### config.mk
export PLATFORM = sky130hd
export DESIGN_NAME = fifo_arb_ctrl_flat
export DESIGN_NICKNAME = d
export VERILOG_FILES = /design/src/rtl/fifo_pkg.sv /design/src/rtl/fifo_arb_ctrl_if.sv /design/src/rtl/fifo_arb_ctrl_rr_arbiter.sv /design/src/rtl/fifo_arb_ctrl.sv /design/src/flat_wrapper.sv
export SDC_FILE = /design/constraint.sdc
export NUM_CORES = 1
export LEC_CHECK = 0
export ABC_AREA = 1
export CORE_MARGIN = 2
export CORE_UTILIZATION = 30
export CTS_CLUSTER_SIZE = 14
export DETAILED_ROUTE_END_ITERATION = 8
export DONT_BUFFER_PORTS = 1
export PLACE_DENSITY = 0.4
export SETUP_SLACK_MARGIN = 0.05
export SLEW_MARGIN = 20
export SYNTH_ARGS = -nofsm -noshare
export SYNTH_HDL_FRONTEND = slang
export SYNTH_HIERARCHICAL = 1
export SYNTH_SLANG_ARGS = --single-unit
### constraint.sdc
create_clock -name clk -period 5.48 [get_ports clk]
set_input_delay 1.096 -clock clk [delete_from_list [all_inputs] [get_ports clk]]
set_output_delay 1.096 -clock clk [all_outputs]
set_load 0.005 [all_outputs]
### src/rtl/fifo_pkg.sv
// fifo_pkg: shared byte width, byte type and address-width helper for the fifo and fifo_arb_ctrl
package fifo_pkg;
  localparam int DW = 8;
  typedef logic [DW-1:0] byte_t;
  function automatic int awidth(input int max_data);
    return $clog2(max_data);
  endfunction
endpackage

### src/rtl/fifo_arb_ctrl_if.sv
// fifo_arb_ctrl_if: producer req_valid/req_data/req_ready, raw fifo wen/wdata/ren/rdata/count, consumer out_valid/out_data/out_ready, full/empty; slave=controller, master=environment
interface fifo_arb_ctrl_if import fifo_pkg::*; #(
  parameter int NREQ = 4,
  parameter int MAX_DATA = 256
);
  localparam int AW = awidth(MAX_DATA);
  logic [NREQ-1:0] req_valid;
  logic [NREQ-1:0] req_ready;
  logic [DW*NREQ-1:0] req_data;
  logic fifo_wen;
  logic fifo_ren;
  byte_t fifo_wdata;
  byte_t fifo_rdata;
  logic [AW:0] fifo_count;
  logic out_valid;
  logic out_ready;
  byte_t out_data;
  logic full;
  logic empty;
  modport slave (
    input req_valid, req_data, fifo_rdata, fifo_count, out_ready,
    output req_ready, fifo_wen, fifo_wdata, fifo_ren, out_valid, out_data, full, empty
  );
  modport master (
    output req_valid, req_data, fifo_rdata, fifo_count, out_ready,
    input req_ready, fifo_wen, fifo_wdata, fifo_ren, out_valid, out_data, full, empty
  );
endinterface

### src/rtl/fifo_arb_ctrl_rr_arbiter.sv
// rr_arbiter: combinational round-robin pick; req/ptr/en in, one-hot gnt and binary gnt_idx out, first requester at or after ptr wins
module rr_arbiter #(
  parameter int NREQ = 4
) (
  input  logic [NREQ-1:0]         req,
  input  logic [$clog2(NREQ)-1:0] ptr,
  input  logic                    en,
  output logic [NREQ-1:0]         gnt,
  output logic [$clog2(NREQ)-1:0] gnt_idx
);
  localparam int PW = $clog2(NREQ);
  function automatic int slot(input int p, input int k);
    return (p + k) % NREQ;
  endfunction
  logic hit;
  always_comb begin
    gnt = '0;
    gnt_idx = '0;
    hit = 1'b0;
    for (int k = 0; k < NREQ; k++) begin
      if (en && !hit && req[slot(int'(ptr), k)]) begin
        hit = 1'b1;
        gnt[slot(int'(ptr), k)] = 1'b1;
        gnt_idx = PW'(slot(int'(ptr), k));
      end
    end
  end
endmodule

### src/rtl/fifo_arb_ctrl.sv
// fifo_arb_ctrl: round-robin write arbiter and 2-entry skid read sequencer for the shared fifo; ports clk, rst_n (async active-low), bus (fifo_arb_ctrl_if.slave)
module fifo_arb_ctrl import fifo_pkg::*; #(
  parameter int NREQ = 4,
  parameter int MAX_DATA = 256
) (
  input logic           clk,
  input logic           rst_n,
  fifo_arb_ctrl_if.slave bus
);
  localparam int AW = awidth(MAX_DATA);
  localparam int PW = $clog2(NREQ);
  localparam logic [AW:0] CNT_MAX = (AW+1)'(MAX_DATA);
  logic [PW-1:0] rr_ptr_q, rr_ptr_d;
  logic rd_pend_q, rd_pend_d;
  logic [1:0] skid_occ_q, skid_occ_d, occ_after_pop;
  byte_t skid_q [2];
  byte_t skid_d [2];
  logic [NREQ-1:0] gnt;
  logic [PW-1:0] gnt_idx;
  logic arb_en, wen, ren, pop, push;
  rr_arbiter #(.NREQ(NREQ)) u_arb (
    .req(bus.req_valid),
    .ptr(rr_ptr_q),
    .en(arb_en),
    .gnt(gnt),
    .gnt_idx(gnt_idx)
  );
  always_comb begin
    arb_en = rst_n && bus.fifo_count < CNT_MAX;
    wen = |gnt;
    ren = rst_n && bus.fifo_count != '0 && (skid_occ_q + {1'b0, rd_pend_q}) < 2'd2;
    pop = skid_occ_q != 2'd0 && bus.out_ready;
    push = rd_pend_q;
    occ_after_pop = skid_occ_q - {1'b0, pop};
    rr_ptr_d = wen ? (gnt_idx == PW'(NREQ-1) ? '0 : gnt_idx + 1'b1) : rr_ptr_q;
    rd_pend_d = ren;
    skid_d[0] = push && occ_after_pop == 2'd0 ? bus.fifo_rdata : pop ? skid_q[1] : skid_q[0];
    skid_d[1] = push && occ_after_pop != 2'd0 ? bus.fifo_rdata : skid_q[1];
    skid_occ_d = occ_after_pop + {1'b0, push};
  end
  always_ff @(posedge clk or negedge rst_n) begin
    if (!rst_n) begin
      rr_ptr_q <= '0;
      rd_pend_q <= 1'b0;
      skid_occ_q <= '0;
      skid_q[0] <= '0;
      skid_q[1] <= '0;
    end else begin
      rr_ptr_q <= rr_ptr_d;
      rd_pend_q <= rd_pend_d;
      skid_occ_q <= skid_occ_d;
      skid_q[0] <= skid_d[0];
      skid_q[1] <= skid_d[1];
    end
  end
  assign bus.req_ready = gnt;
  assign bus.fifo_wen = wen;
  assign bus.fifo_wdata = wen ? bus.req_data[int'(gnt_idx)*DW +: DW] : '0;
  assign bus.fifo_ren = ren;
  assign bus.out_valid = skid_occ_q != 2'd0;
  assign bus.out_data = skid_q[0];
  assign bus.full = rst_n && bus.fifo_count == CNT_MAX;
  assign bus.empty = !rst_n || (bus.fifo_count == '0 && !rd_pend_q && skid_occ_q == 2'd0);
endmodule

### src/flat_wrapper.sv
// flat-port wrapper written by rule: the top's interface ports become plain ports
module fifo_arb_ctrl_flat import fifo_pkg::*;
#(
  parameter int NREQ = 4,
  parameter int MAX_DATA = 256
)
  (clk, rst_n, bus_req_valid, bus_req_data, bus_fifo_rdata, bus_fifo_count, bus_out_ready, bus_req_ready, bus_fifo_wen, bus_fifo_wdata, bus_fifo_ren, bus_out_valid, bus_out_data, bus_full, bus_empty);
  fifo_arb_ctrl_if #(.NREQ(NREQ), .MAX_DATA(MAX_DATA)) bus_i ();
  input logic clk;
  input logic rst_n;
  input wire logic [$bits(bus_i.req_valid)-1:0] bus_req_valid;
  input wire logic [$bits(bus_i.req_data)-1:0] bus_req_data;
  input wire logic [$bits(bus_i.fifo_rdata)-1:0] bus_fifo_rdata;
  input wire logic [$bits(bus_i.fifo_count)-1:0] bus_fifo_count;
  input wire logic [$bits(bus_i.out_ready)-1:0] bus_out_ready;
  output wire logic [$bits(bus_i.req_ready)-1:0] bus_req_ready;
  output wire logic [$bits(bus_i.fifo_wen)-1:0] bus_fifo_wen;
  output wire logic [$bits(bus_i.fifo_wdata)-1:0] bus_fifo_wdata;
  output wire logic [$bits(bus_i.fifo_ren)-1:0] bus_fifo_ren;
  output wire logic [$bits(bus_i.out_valid)-1:0] bus_out_valid;
  output wire logic [$bits(bus_i.out_data)-1:0] bus_out_data;
  output wire logic [$bits(bus_i.full)-1:0] bus_full;
  output wire logic [$bits(bus_i.empty)-1:0] bus_empty;
  assign bus_i.req_valid = bus_req_valid;
  assign bus_i.req_data = bus_req_data;
  assign bus_i.fifo_rdata = bus_fifo_rdata;
  assign bus_i.fifo_count = bus_fifo_count;
  assign bus_i.out_ready = bus_out_ready;
  assign bus_req_ready = bus_i.req_ready;
  assign bus_fifo_wen = bus_i.fifo_wen;
  assign bus_fifo_wdata = bus_i.fifo_wdata;
  assign bus_fifo_ren = bus_i.fifo_ren;
  assign bus_out_valid = bus_i.out_valid;
  assign bus_out_data = bus_i.out_data;
  assign bus_full = bus_i.full;
  assign bus_empty = bus_i.empty;
  fifo_arb_ctrl #(.NREQ(NREQ), .MAX_DATA(MAX_DATA)) u_core (.clk(clk), .rst_n(rst_n), .bus(bus_i));
endmodule
; ---- Word-level counts from Yosys, hierarchy flattened
; Index checks and enable logic that the tools add are counted.
; W data, S select, Z words.
[totals]
ff_bits = 21
out_inout_bits = 25
in_bits = 56
word_cells = 102
[op_classes]
n_lt_le_gt_ge = 10
bitwise = 6
n_mux = 34
n_addsub = 7
reduce_logical = 37
n_eq_ne = 2
shift = 1
[ops]
columns = op, count
row1 = $shiftx A32 B6 Y8, 1
row2 = $mux W8, 3
row3 = $logic_and A1 B1 Y1, 20
row4 = $mux W4, 4
row5 = $mux W1, 14
row6 = $lt A3 B4 Y1 const B, 3
row7 = $or A4 B4 Y4, 3
row8 = $mux W2, 5
row9 = $eq A9 B9 Y1 const B, 1
row10 = $ge A3 B1 Y1 const B, 3
row11 = $logic_not A9 Y1, 1
row12 = $lt A9 B9 Y1 const B, 1
row13 = $reduce_bool A9 Y1, 1
row14 = $bmux W1 S2, 4
row15 = $demux W1 S2, 4
row16 = $reduce_bool A2 Y1, 3
row17 = $reduce_or A2 Y1, 3
row18 = $logic_not A1 Y1, 5
row19 = $add A2 B1 Y2, 2
row20 = $add A2 B1 Y2 const B, 2
row21 = $add A2 B2 Y2 const B, 2
row22 = $logic_not A2 Y1, 2
row23 = $reduce_or A4 Y1, 1
row24 = $and A1 B1 Y1 const A, 3
row25 = 6 further kinds, 6

; ---- Logic depth before layout (Yosys ltp)
[depth]
word_depth = 18
ltp_mapped = 16
mapped_depth_nobuf = 14

; ---- Hierarchy
; The synthesis kept the hierarchy.
[by_module_without_submodules]
columns = mod, seq_area_each_um2, area_each_um2, cells_each, instances
row1 = fifo_arb_ctrl, 525.5, 1475.2, 217, 1
row2 = rr_arbiter, 0.0, 493.0, 81, 1

; ---- Worst setup path after synthesis
; OpenSTA, ideal clock, no wires.
[synth_path]
path_type = in2out
start = input rst_n
end = output bus_fifo_wdata[5]
path_buffers = 2
required_ps = 4384
slack_ps = 1804
t_arrival_ps = 2580
stages = 14
cell_sequence = inv_1 -> nor2_1 -> inv_1 -> nor2_1 -> nand2_1 -> nand2_1 -> inv_1 -> nand3_1 -> buf_2 -> buf_4 -> nor2_1 -> nor2_1 -> o21ai_0 -> a21oi_1
[synth_via]
elab_chain_len = 17
word_cells_on_any_way = 28
classes_between = shift: 1 / mux: 12 / bitwise: 3 / reduce/logical: 12
[synth_lines]
columns = item, line_no
row1 = from (decl), flat_wrapper.sv:10  ; input logic rst_n;
row2 = $logic_and A1 B1 Y1 (*), fifo_arb_ctrl.sv:29  ; arb_en = rst_n && bus.fifo_count < CNT_MAX;
row3 = net u_core.arb_en, fifo_arb_ctrl.sv:20  ; logic arb_en, wen, ren, pop, push;
row4 = $logic_and A1 B1 Y1, fifo_arb_ctrl_rr_arbiter.sv:21  ; if (en && !hit && req[slot(int'(ptr), k)]) begin
row5 = $mux W1, fifo_arb_ctrl_rr_arbiter.sv:21
row6 = $logic_not A1 Y1, fifo_arb_ctrl_rr_arbiter.sv:21
row7 = $logic_and A1 B1 Y1 (2 in a row), fifo_arb_ctrl_rr_arbiter.sv:21
row8 = $mux W1, fifo_arb_ctrl_rr_arbiter.sv:21
row9 = $logic_not A1 Y1, fifo_arb_ctrl_rr_arbiter.sv:21
row10 = $logic_and A1 B1 Y1 (2 in a row), fifo_arb_ctrl_rr_arbiter.sv:21
row11 = $mux W1, fifo_arb_ctrl_rr_arbiter.sv:21
row12 = $logic_not A1 Y1, fifo_arb_ctrl_rr_arbiter.sv:21
row13 = $logic_and A1 B1 Y1 (2 in a row), fifo_arb_ctrl_rr_arbiter.sv:21
row14 = $mux W2 (*), fifo_arb_ctrl_rr_arbiter.sv:21
row15 = net u_core.gnt_idx[0], fifo_arb_ctrl.sv:19  ; logic [PW-1:0] gnt_idx;
row16 = $shiftx A32 B6 Y8 (*), fifo_arb_ctrl.sv:58  ; assign bus.fifo_wdata = wen ? bus.req_data[int'(gnt_idx)*DW +: DW] : '0;
row17 = $mux W8 (*), fifo_arb_ctrl.sv:58
row18 = to (decl), flat_wrapper.sv:18  ; output wire logic [$bits(bus_i.fifo_wdata)-1:0] bus_fifo_wdata;
; The timed path passes the listed nets; every way through them passes the cells marked *.

; ---- Worst setup path after layout
[layout_path]
start = register u_core.rr_ptr_q[1]
end = output bus_fifo_wdata[3]
[layout_via]
elab_chain_len = 18
word_cells_on_any_way = 67
classes_between = add/sub: 3 / order compare: 8 / shift: 1 / mux: 31 / bitwise: 6 / reduce/logical: 18
[layout_lines]
columns = item, line_no
row1 = from (decl), fifo_arb_ctrl.sv:13  ; logic [PW-1:0] rr_ptr_q, rr_ptr_d;
row2 = from (signal assigned), fifo_arb_ctrl.sv:49  ; rr_ptr_q <= rr_ptr_d;
row3 = branches (longest 15 deep; another with $add A2 B1 Y2), --
row4 = $mux W2 (*), fifo_arb_ctrl_rr_arbiter.sv:21
row5 = net u_core.gnt_idx[0], fifo_arb_ctrl.sv:19
row6 = $shiftx A32 B6 Y8 (*), fifo_arb_ctrl.sv:58
row7 = $mux W8 (*), fifo_arb_ctrl.sv:58
; Mark *: on every way through the listed nets, which the timed path passes. The select of a mux whose other input is x is not followed.

==> results.md <==
Run status:
- The run finished with clean final reports.

Clock network:
- CTS built an H-tree with a depth of 1.
- TritonCTS built the clock tree.
- The setup fix buffers added after clock tree synthesis is 0.
- In this run, post-CTS hold repair placed 0 buffers.
- The number of clock buffers added by TritonCTS is 3.
- The number of gates given a new drive strength after cts is 0.
- The latest clock arrival within the worst-skew pair is 260 ps.
- The root buffer cell chosen for the clock tree is clkbuf_8.
- The CTS sink count is 21.
- The maximum root-to-sink buffer count is 2.
- After clock tree synthesis, the clock-pin slew on the worst setup and hold paths is 80 ps.

Placed design:
- The congestion estimate from routability-driven global placement came to 0.753.
- The placed cell count is 356.
- The placed wire-length estimate is 3660 um.
- The setup slack after placement is 1240 ps.
- During placement, the flow inserted port buffers numbering 0.

Synthesis:
- The gate count after technology mapping is 298.
- The proportion of register bits with asynchronous set or reset after synthesis is 100%.
- The count of unique library cells instantiated by Yosys is 29.
- The number of flops mapped to enable cells by yosys is 0.
- In this run the cell area of the synthesized design comes to 1970 um^2.
- During synthesis, Yosys emitted a total of 6 warnings.
- The leading register cell type out of synthesis is dfrtp_1.
- The synthesized design contains 21 register bits.
- The average instance in the mapped netlist occupies 6.60 um^2.
- The post-synthesis net count is 364.
- The share of the yosys chip area belonging to registers is 26.7%.

Critical path:
- Along the worst path, the maximum fanout reaches 19.
- The kind of critical path is reg -> out.
- STA classifies the critical path startpoint as a flop.
- The worst path required time is 4380 ps.
- At the worst endpoint, the arrival time is 3380 ps.
- The category of the worst setup path capture point is an output pin.

Layout:
- The layout-stage area growth over the synthesis result is -0.954%.
- The post-route non-filler standard cell count is 360.
- Fill cells in the final layout number 696.
- The net count of the finished layout is 350.
- The antenna diode count is 0.
- Of the cells placed in the final design, the portion with a size suffix greater than 1 is 8.83%.

Detailed routing:
- The detail route stage leaves a number of antenna-violating nets equal to 0.
- The detailed router placed 1755 vias in this run.
- After detailed routing, the number of remaining DRC violations is 0.
- The first detailed-routing pass took 5 iterations.
- The routed wire length per instance is 13.8 um.
- The count of routing violations after the opening detailed-route iteration is 103.
- The via-per-instance ratio is 4.88.
- The final layout contains routed wiring with a total length of 4970 um.

Power:
- The peak supply drop is 224 uV.
- The net switching power figure is 0.551 mW.
- In this run switching power makes up 54.3% of total power.
- The internal power component is 0.464 mW.
- Power comes to 1.02 mW.
- For this design the ratio of total power to cell area is 521 nW/um^2.
- Registers are responsible for 30.1% of the overall power.
- The share of total power dissipated in the clock network is 10.3%.
- The power share of the combinational group is 59.6%.
- The reported leakage power is 0.992 nW.

Global routing:
- The aggregate global routing overflow is 0.
- Entering global routing, the biggest net connects 25 pins.
- The via count of the first global-routing pass is 1644.
- In the global route stage, overall resource usage came out at 13.6%.
- The initial antenna violation count came to 0.
- The global-route wire length before repair is 8180 um.

Job:
- Max-cap violations in this run came to 0.

STA:
- Setup repair after global routing left no endpoint under its margin.
- The clock period could shrink to 4470 ps.
- The max-slew violation total from the final report is 0.
- The measured slew at the worst slew-check pin is 712 ps.
- The worst hold margin is 500 ps.
- The relative max-transition margin is 52.4%.
- The final hold violation count came to 0.
- Dividing the final minimum period by the clock period gives 81.6%.
- The largest clock skew in the final design is 4.71 ps.
- The total negative slack for setup checks is 0 ps.
- The upper clock frequency limit is 0.224 GHz.
- The worst path meets setup with 1010 ps of slack.
- Setup violations remaining at the end of the flow were counted as 0.

Die:
- The die is 85.0 um wide.
- For this configuration, the core starts out at a cell density of 31.0%.
- The die is 85.0 um tall.
- The total core area is 6350 um^2.
- In this run the count of I/O pins placed on the die edge is 81.
- The initialized floorplan defines 29 standard-cell rows.
- The total die area is 7220 um^2.

Worst hold path:
- The worst hold path class is reg -> reg.
-- area by class of cell --
type,count,area (um^2),share of cell area [%]
clock buffer,3,41.3,2.12
inverter,33,124,6.35
tap,77,96.3,4.94
sequential,21,526,27.0
clock inverter,1,5.00,0.257
multi-input combinational,225,1160,59.4
-- cells in the mapped netlist (2+ instances only) --
library cell / count / area, um^2
buf_4: 9 / 67.6
nand3_2: 3 / 30.0
buf_6: 4 / 45.0
inv_2: 4 / 15.0
o21ai_1: 8 / 40.0
nor2_1: 43 / 161
ha_1: 10 / 125
nand3_1: 33 / 165
a21oi_1: 10 / 50.1
nand4_1: 13 / 81.3
nand2_4: 2 / 22.5
inv_1: 28 / 105
dfrtp_1: 21 / 526
buf_2: 3 / 15.0
o21ai_0: 17 / 85.1
nand2_1: 70 / 263
nand2_2: 8 / 50.1
-- per-layer routing --
| layer | up-vias | global-route usage, % | share of wire [%] | wire length (um) |
|---|---|---|---|---|
| li1 | 924 | - | - | - |
| met1 | 776 | 19.4 | 50 | 2460 |
| met2 | 55 | 21.0 | 44 | 2190 |
| met3 | 0 | 3.50 | 6.4 | 317 |
| met4 | 0 | 2.16 | 0 | 0 |
| met5 | - | 0 | 0 | 0 |
-- flip-flops by register name, indices dropped and copies added (netlist names) --
register	flops
u_core/bus.out_data	8
u_core/push	1
u_core/rr_ptr_q	2
u_core/skid_occ_q	2
u_core/skid_q	8
-- power by group through the flow --
stage,clock network [mW],registers (mW),logic [mW]
global placement,0,0.307,0.608
global route,0.121,0.319,0.694
floorplan,0,0.277,0.592
finish,0.105,0.305,0.605
detailed placement,0,0.310,0.605
CTS,0.112,0.307,0.608
-- worst max-delay path, stage by stage, from the launching register on --
cell     delay, ps
dfrtp_1        580
inv_1          240
ha_1           380
inv_1          120
nand3_2        140
nand2_1        100
inv_2           40
nor2_4         230
nand3_1        110
nand3_1        560
inv_2          250
o21ai_0        240
a21oi_1        110
-- placed cells by master (no fill, tap or decap) --
cell and count:
a21oi_1 10, and2_1 1, and3_1 1, clkbuf_8 3, clkinv_1 1, clkinv_2 1
dfrtp_1 21, ha_1 10, inv_1 28, inv_2 4, nand2_1 70, nand2_2 8
nand2_4 2, nand3_1 33, nand3_2 3, nand3_4 1, nand3b_1 1, nand4_1 13
nor2_1 43, nor2_2 1, nor2_4 1, nor2_8 1, o21ai_0 17, o21ai_1 8
xnor2_1 1
-- cells by family after synthesis --
kind of cell / Yosys count / synth area share [%]
compound gates: 35 / 8.90
xor+xnor: 1 / 0.445
fa+ha+maj: 10 / 6.36
buf+inv: 52 / 14.5
flops: 21 / 26.7
simple gates: 179 / 43.1
-- stage by stage --
stage	cell area (um^2)	util (%)
CTS	1950	30.7
floorplan	1970	-
global route	1950	30.7
detailed placement	1900	30.0
global placement	1900	30.0
finish	1950	30.7
-- path summary, 6_finish.rpt --
check                                                       to  slack (ps)                           start  cells after the start
worst max-delay path                         bus_fifo_wdata[3]        1010  u_core/rr_ptr_q[1]$_DFFE_PN0N_                     12
worst min-delay path              u_core/skid_q[5]$_DFFE_PN0P_         500    u_core/skid_q[5]$_DFFE_PN0P_                      2
worst max register to register  u_core/rr_ptr_q[0]$_DFFE_PN0N_        2400  u_core/rr_ptr_q[1]$_DFFE_PN0N_                     13
worst min register to register    u_core/skid_q[5]$_DFFE_PN0P_         500    u_core/skid_q[5]$_DFFE_PN0P_                      2
max in group asynchronous       u_core/rr_ptr_q[0]$_DFFE_PN0N_        4890                           rst_n                      0
min in group asynchronous         u_core/skid_q[6]$_DFFE_PN0P_         520                           rst_n                      0
No activity file was read; power rests on OpenSTA's default activity.
